--- config.mk ---
export PLATFORM = sky130hd
export DESIGN_NAME = bram_save_ctrl_flat
export DESIGN_NICKNAME = d
export VERILOG_FILES = /design/src/rtl/bram_save_ctrl_if.sv /design/src/rtl/bram_save_ctrl.sv /design/src/flat_wrapper.sv
export SDC_FILE = /design/constraint.sdc
export NUM_CORES = 1
export LEC_CHECK = 0
export CORE_MARGIN = 4
export CORE_UTILIZATION = 30
export CTS_CLUSTER_SIZE = 25
export DETAILED_ROUTE_END_ITERATION = 10
export PLACE_DENSITY = 0.64
export SYNTH_ARGS = -nofsm -noshare
export SYNTH_HDL_FRONTEND = slang
export SYNTH_SLANG_ARGS = --single-unit
--- constraint.sdc ---
create_clock -name clk_sys -period 11.25 [get_ports clk_sys]
set_clock_uncertainty 0.15 [all_clocks]
set_input_delay 2.8125 -clock clk_sys [delete_from_list [all_inputs] [get_ports clk_sys]]
set_output_delay 2.8125 -clock clk_sys [all_outputs]
set_load 0.02 [all_outputs]
--- src/rtl/bram_save_ctrl_if.sv ---
// SD block-request bus between the backup-RAM save sequencer and hps_io.
// master: drives sd_lba/sd_rd/sd_wr, receives sd_ack; slave: the mirror.
interface bram_save_ctrl_if;
  logic [31:0] sd_lba;
  logic        sd_rd;
  logic        sd_wr;
  logic        sd_ack;

  modport master (
    output sd_lba, sd_rd, sd_wr,
    input  sd_ack
  );

  modport slave (
    input  sd_lba, sd_rd, sd_wr,
    output sd_ack
  );
endinterface

--- src/rtl/bram_save_ctrl.sv ---
// Backup-RAM save/load sequencer: multi-slot, partial loads, autosave.
// Ports: clk_sys/reset, download/mount/request/OSD inputs, sd bus (master
// modport), bk_ena/bk_loading/bk_busy/sav_pending/done/err status.
// Optional ack watchdog enabled by defining BRAM_WDOG_EN.
module bram_save_ctrl #(
  parameter int          BLK_W   = 7,
  parameter int          SLOTS   = 1,
  parameter logic [23:0] TIMEOUT = 24'd10_000_000,
  localparam int         SLOT_W  = (SLOTS > 1) ? $clog2(SLOTS) : 1
) (
  input  logic              clk_sys,
  input  logic              reset,
  input  logic              downloading,
  input  logic              img_mounted,
  input  logic              img_readonly,
  input  logic [63:0]       img_size,
  input  logic              load_req,
  input  logic              save_req,
  input  logic [SLOT_W-1:0] slot,
  input  logic              bk_change,
  input  logic              osd_status,
  input  logic              autosave,
  bram_save_ctrl_if.master  sd,
  output logic              bk_ena,
  output logic              bk_loading,
  output logic              bk_busy,
  output logic              sav_pending,
  output logic              done,
  output logic              err
);

  typedef enum logic [1:0] {IDLE, REQ, ACK} state_t;

  localparam logic [63:0] SLOT_BLKS = 64'd1 << BLK_W;

  state_t state, state_n;

  logic dl_q, ld_q, sv_q, as_q, ack_q;
  logic mode_ld;
  logic [BLK_W-1:0] blk, last;

  logic as_cond, dl_rise, arm, pend_set;
  logic auto_edge, load_edge, save_edge;
  logic ack_rise, ack_fall;
  logic start, is_ld, adv, fin, abort;

  logic [SLOT_W-1:0] slot_c, slot_s;
  logic [63:0] img_blks, base64, avail;
  logic ld_zero;
  logic [BLK_W-1:0] ld_last;

`ifdef BRAM_WDOG_EN
  logic [23:0] wd_cnt;
  logic        wd_hit;
`endif

  assign as_cond   = sav_pending & osd_status & autosave;
  assign dl_rise   = downloading & ~dl_q;
  assign arm       = downloading & img_mounted & ~img_readonly;
  assign pend_set  = bk_change & ~osd_status;
  assign auto_edge = ~downloading & dl_q & (img_size != 64'd0);
  assign load_edge = load_req & ~ld_q;
  assign save_edge = (save_req & ~sv_q) | (as_cond & ~as_q);
  assign ack_rise  = sd.sd_ack & ~ack_q;
  assign ack_fall  = ~sd.sd_ack & ack_q;

  // Auto-load always targets slot 0; out-of-range slots clamp.
  assign slot_c = (32'(slot) >= SLOTS) ? SLOT_W'(SLOTS - 1) : slot;
  assign slot_s = auto_edge ? '0 : slot_c;
  assign base64 = 64'(slot_s) << BLK_W;

  // Image size in blocks, rounded up; load length saturates to [0, 2^BLK_W].
  assign img_blks = (img_size >> 9) + 64'(|img_size[8:0]);
  assign ld_zero  = img_blks <= base64;
  assign avail    = img_blks - base64;
  assign ld_last  = (avail >= SLOT_BLKS) ? '1 : BLK_W'(avail - 64'd1);

`ifdef BRAM_WDOG_EN
  assign wd_hit = (state != IDLE) && !(ack_rise || ack_fall) &&
                  (wd_cnt == TIMEOUT - 24'd1);
`endif

  always_ff @(posedge clk_sys) begin
    if (reset) state <= IDLE;
    else       state <= state_n;
  end

  always_comb begin
    state_n = state;
    start   = 1'b0;
    is_ld   = 1'b0;
    adv     = 1'b0;
    fin     = 1'b0;
    abort   = 1'b0;
    unique case (state)
      IDLE: begin
        if (bk_ena) begin
          if (auto_edge || load_edge) begin
            start = 1'b1;
            is_ld = 1'b1;
          end else if (save_edge) begin
            start = 1'b1;
          end
        end
        if (start && !(is_ld && ld_zero)) state_n = REQ;
      end
      REQ: if (ack_rise) state_n = ACK;
      ACK: begin
        if (ack_fall) begin
          if (blk == last) begin
            state_n = IDLE;
            fin     = 1'b1;
          end else begin
            state_n = REQ;
            adv     = 1'b1;
          end
        end
      end
      default: state_n = IDLE;
    endcase
`ifdef BRAM_WDOG_EN
    if (wd_hit) begin
      state_n = IDLE;
      fin     = 1'b0;
      adv     = 1'b0;
      abort   = 1'b1;
    end
`endif
  end

  always_ff @(posedge clk_sys) begin
    if (reset) begin
      dl_q        <= 1'b0;
      ld_q        <= 1'b0;
      sv_q        <= 1'b0;
      as_q        <= 1'b0;
      ack_q       <= 1'b0;
      bk_ena      <= 1'b0;
      sav_pending <= 1'b0;
      bk_busy     <= 1'b0;
      bk_loading  <= 1'b0;
      done        <= 1'b0;
      mode_ld     <= 1'b0;
      blk         <= '0;
      last        <= '0;
      sd.sd_lba   <= '0;
      sd.sd_rd    <= 1'b0;
      sd.sd_wr    <= 1'b0;
    end else begin
      dl_q  <= downloading;
      ld_q  <= load_req;
      sv_q  <= save_req;
      as_q  <= as_cond;
      ack_q <= sd.sd_ack;

      if (arm)          bk_ena <= 1'b1;
      else if (dl_rise) bk_ena <= 1'b0;

      // An aborted save leaves the BRAM contents still unsaved.
      if (pend_set || (abort && !mode_ld)) sav_pending <= 1'b1;
      else if (start)                      sav_pending <= 1'b0;

      done <= fin || (start && is_ld && ld_zero);

      if (start) begin
        mode_ld <= is_ld;
        blk     <= '0;
        last    <= is_ld ? ld_last : '1;
        if (state_n == REQ) begin
          sd.sd_lba  <= 32'(base64);
          bk_busy    <= 1'b1;
          bk_loading <= is_ld;
          sd.sd_rd   <= is_ld;
          sd.sd_wr   <= ~is_ld;
        end
      end

      if (state == REQ && ack_rise) begin
        sd.sd_rd <= 1'b0;
        sd.sd_wr <= 1'b0;
      end

      if (adv) begin
        blk       <= blk + BLK_W'(1);
        sd.sd_lba <= sd.sd_lba + 32'd1;
        sd.sd_rd  <= mode_ld;
        sd.sd_wr  <= ~mode_ld;
      end

      if (fin || abort) begin
        bk_busy    <= 1'b0;
        bk_loading <= 1'b0;
      end

      if (abort) begin
        sd.sd_rd <= 1'b0;
        sd.sd_wr <= 1'b0;
      end
    end
  end

`ifdef BRAM_WDOG_EN
  always_ff @(posedge clk_sys) begin
    if (reset) begin
      wd_cnt <= '0;
      err    <= 1'b0;
    end else begin
      if (state == IDLE || ack_rise || ack_fall) wd_cnt <= '0;
      else                                       wd_cnt <= wd_cnt + 24'd1;
      if (abort)      err <= 1'b1;
      else if (start) err <= 1'b0;
    end
  end
`else
  logic unused_wd;
  assign unused_wd = ^{TIMEOUT, abort};
  assign err = 1'b0;
`endif

endmodule
--- src/flat_wrapper.sv ---
// flat-port wrapper written by rule: the top's interface ports become plain ports
module bram_save_ctrl_flat 
#(
  parameter int          BLK_W   = 7,
  parameter int          SLOTS   = 1,
  parameter logic [23:0] TIMEOUT = 24'd10_000_000,
  localparam int         SLOT_W  = (SLOTS > 1) ? $clog2(SLOTS) : 1
)
  (clk_sys, reset, downloading, img_mounted, img_readonly, img_size, load_req, save_req, slot, bk_change, osd_status, autosave, bk_ena, bk_loading, bk_busy, sav_pending, done, err, sd_sd_lba, sd_sd_rd, sd_sd_wr, sd_sd_ack);
  bram_save_ctrl_if sd_i ();
  input  logic clk_sys;
  input  logic reset;
  input  logic downloading;
  input  logic img_mounted;
  input  logic img_readonly;
  input  logic [63:0] img_size;
  input  logic load_req;
  input  logic save_req;
  input  logic [SLOT_W-1:0] slot;
  input  logic bk_change;
  input  logic osd_status;
  input  logic autosave;
  output logic bk_ena;
  output logic bk_loading;
  output logic bk_busy;
  output logic sav_pending;
  output logic done;
  output logic err;
  output wire logic [$bits(sd_i.sd_lba)-1:0] sd_sd_lba;
  output wire logic [$bits(sd_i.sd_rd)-1:0] sd_sd_rd;
  output wire logic [$bits(sd_i.sd_wr)-1:0] sd_sd_wr;
  input wire logic [$bits(sd_i.sd_ack)-1:0] sd_sd_ack;
  assign sd_sd_lba = sd_i.sd_lba;
  assign sd_sd_rd = sd_i.sd_rd;
  assign sd_sd_wr = sd_i.sd_wr;
  assign sd_i.sd_ack = sd_sd_ack;
  bram_save_ctrl #(.BLK_W(BLK_W), .SLOTS(SLOTS), .TIMEOUT(TIMEOUT)) u_core (.clk_sys(clk_sys), .reset(reset), .downloading(downloading), .img_mounted(img_mounted), .img_readonly(img_readonly), .img_size(img_size), .load_req(load_req), .save_req(save_req), .slot(slot), .bk_change(bk_change), .osd_status(osd_status), .autosave(autosave), .sd(sd_i), .bk_ena(bk_ena), .bk_loading(bk_loading), .bk_busy(bk_busy), .sav_pending(sav_pending), .done(done), .err(err));
endmodule
==> flow_metrics.env <==
export IMPL_final_area_um2=6310
export IMPL_final_max_slew_viol_count=0
export IMPL_post_route_period_util=0.614
export IMPL_viasPerCell=5.56
export IMPL_htree_levels=3
export IMPL_via_count=5224
export IMPL_synthArstFlopShare=0
export IMPL_power_density_nw_per_um2=97.1
export IMPL_syn_num_nets=710
export IMPL_grt_overflow=0
export IMPL_p_total_w=0.000613
export IMPL_die_w_um=133
export IMPL_cts_buffers=9
export IMPL_hpwl_mm=11.6
export IMPL_place_congestion=0.907
export IMPL_drt_pass1_iter_count=5
export IMPL_grt_max_degree=44
export IMPL_hold_buffers=0
export IMPL_synth_area_um2=4720
export IMPL_coreArea_um2=15300
export IMPL_criticalPathCategory="input port to flip-flop"
export IMPL_slowest_delay_ns=0.82
export IMPL_area_growth_pct=33.7
export IMPL_grt_antenna_before_repair=0
export IMPL_syn_avg_cell_area_um2=7.52
export IMPL_netlist_instances=628
export IMPL_synth_yosys_seq_area_share=0.259
export IMPL_tns_ns=0
export IMPL_cts_sinks=61
export IMPL_cp_max_fo=9
export IMPL_start_util=0.308
export IMPL_grt_busiest_layer="met2"
export IMPL_synth_distinct_cells=71
export IMPL_root_buffer="clkbuf_16"
export IMPL_stdcell_count=940
export IMPL_slew_headroom=0.456
export IMPL_crit_path_frequent_cell="ha_1"
export IMPL_arrival_ns=6.96
export IMPL_clock_path_buffers=2
export IMPL_tightest_slew_ns=0.809
export IMPL_insertion_delay_ns=0.33
export IMPL_cp_slowest_cell="or4_1"
export IMPL_routed_wl_mm=15.0
export IMPL_die_area_um2=17800
export IMPL_placedCellCount=924
export IMPL_fin_nets=806
export IMPL_port_buffer_count=113
export IMPL_hold_violations=0
export IMPL_setup_viol=0
export IMPL_rsz0062_at_grt="false"
export IMPL_drtIter0Drc=333
export IMPL_die_y_um=133
export IMPL_grtUsageMet2=0.281
export IMPL_grt_pass1_vias=4757
export IMPL_ant_nets=0
export IMPL_num_rows=45
export IMPL_layout_drive_gt1_share=0.0741
export IMPL_grt_usage=0.162
export IMPL_synth_edf_count=0
export IMPL_wl_per_cell_um=16.0
export IMPL_power_leakage_nw=2.00
export IMPL_yosys_register_bits=61
export IMPL_tritoncts="done"
export IMPL_crit_chain="clkdlybuf4s50_1 > nor4_1 > nand3_1 > ha_1 > ha_1 > nand3_2 > or4_1 > nor3_1 > mux2i_1 > nand2_1 > or4bb_1 > nor4_2 > and2_1 > a21oi_2"
export IMPL_clk_pin_slew_ns=0.06
export IMPL_post_cts_buffers=0
export IMPL_placed_area_um2=5990
export IMPL_cp_required_ns=11.30
export IMPL_fin_crit_ns=6.91
export IMPL_ir_worst_vdd_uv=60.2
export IMPL_drc_errors=0
export IMPL_post_cts_resized=0
export IMPL_maxCapViolCount=0
export IMPL_grtUsageMet3=0.0261
export IMPL_hold_class="flip-flop to flip-flop"
export IMPL_critPathCaptureType="flip-flop"
export IMPL_n_fill_cell=1584
export IMPL_ys_warn_count=0
export IMPL_global_route_usage_met1=0.209
export IMPL_synthFlopType="dfxtp_1"
export IMPL_grt_pass1_wl_mm=24.0
export IMPL_ios=116
export IMPL_start_kind="input port"
export IMPL_max_clock_freq_mhz=145
export IMPL_status="completed"
export IMPL_antenna_cells=0
-- flip-flops by register name, indices dropped and copies added, names as in the netlist, 2 cells and up --
| register | flops |
|---|---|
| u_core.blk | 7 |
| u_core.last | 7 |
| u_core.sd.sd_lba | 32 |
| u_core.state | 2 |
-- synthesized netlist by cell type, types with 4 or more instances --
cell | n | area (um^2)
a211oi_1 | 4 | 30.0
a21oi_1 | 30 | 150
a21oi_2 | 7 | 61.3
a311oi_1 | 14 | 123
a31o_2 | 4 | 35.0
a31oi_1 | 5 | 31.3
and2_1 | 8 | 50.1
and3_1 | 22 | 138
and4_1 | 6 | 52.6
buf_2 | 9 | 45.0
clkbuf_1 | 14 | 52.6
dfxtp_1 | 61 | 1220
ha_1 | 6 | 75.1
inv_1 | 13 | 48.8
mux2i_1 | 6 | 60.1
nand2_1 | 47 | 176
nand2b_1 | 7 | 43.8
nand3_1 | 50 | 250
nand4_1 | 34 | 213
nor2_1 | 65 | 244
nor2b_1 | 7 | 43.8
nor3_1 | 25 | 125
nor4_1 | 27 | 169
o21ai_0 | 30 | 150
o31ai_1 | 4 | 30.0
or2_2 | 6 | 37.5
or3_1 | 7 | 43.8
or4_1 | 8 | 60.1
xnor2_1 | 25 | 219
xor2_1 | 21 | 184
-- cell families (layout without fill, tap and decap cells) --
logic type	count (synthesis)	count (layout)	share of synthesized area
adders and majority gates	6	6	0.0159
and+or+nand+nor	342	342	0.402
buffers and inverters	43	144	0.0413
xor gates and xnor gates	46	46	0.0853
DFF	61	61	0.259
AOI/OAI and AO/OA	122	122	0.181
muxes	7	7	0.0151
other	1	1	0.000794
-- through the flow --
step                 util  setup WS, ns  hold WS (ns)
floorplan               -          5.21         0.307
global placement    0.391          4.09         0.307
detailed placement  0.391          4.02         0.318
CTS                 0.412          4.36         0.326
global route        0.412          4.17         0.355
finish              0.412          4.34         0.321
-- where the power goes --
group / leakage [nW] / total (W) / switching [W] / internal (W)
sequential: 0.493 / 0.000222 / 0.00000213 / 0.000219
combinational: 1.35 / 0.0000948 / 0.0000507 / 0.0000441
clock: 0.156 / 0.000296 / 0.000101 / 0.000195
-- per-layer routing --
layer  vias to the layer above  part of all wire
li1                       2576                 -
met1                      2437              0.44
met2                       186              0.48
met3                        25             0.063
met4                         0             0.016
met5                         -                 0
-- cell usage in the layout, fill, tap and decap left out, drive strengths merged, types with 25 or more instances in the layout --
cell and n:
clkdlybuf4s50 113, nor2 65, dfxtp 61, nand3 51, nand2 48, a21oi 37
nand4 36, o21ai 30, nor4 30, nor3 25, xnor2 25
-- worst max-delay path: cells and delay by family --
kind / cells / cell delay [ns]
adder cells (fa/ha/maj): 2 / 0.40
AO/OA/AOI/OAI: 1 / 0.08
multiplexers: 1 / 0.28
buffers and inverters: 1 / 0.46
AND/OR/NAND/NOR: 9 / 2.92
-- final timing paths --
path,to,from,slack (ns),depth (start not counted)
worst max register to register,u_core.sd.sd_lba[31],u_core.sd.sd_lba[2],8.30,9
worst min register to register,u_core.sav_pending,u_core.sav_pending,0.32,2
worst max-delay path,u_core.last[3],img_size[5],4.34,14
worst min-delay path,u_core.sav_pending,u_core.sav_pending,0.32,2
-- layout make-up --
type                    count  area (um^2)  share of cell area
flip-flops and latches     61         1220               0.193
inverters                  13         48.8             0.00773
repair buffers            115         1150               0.182
well taps                 211          264              0.0418
clock inverters             7         98.8              0.0157
clock buffers               9          225              0.0357
multi-input cells         524         3310               0.524
No activity file was read; power rests on OpenSTA's default activity.
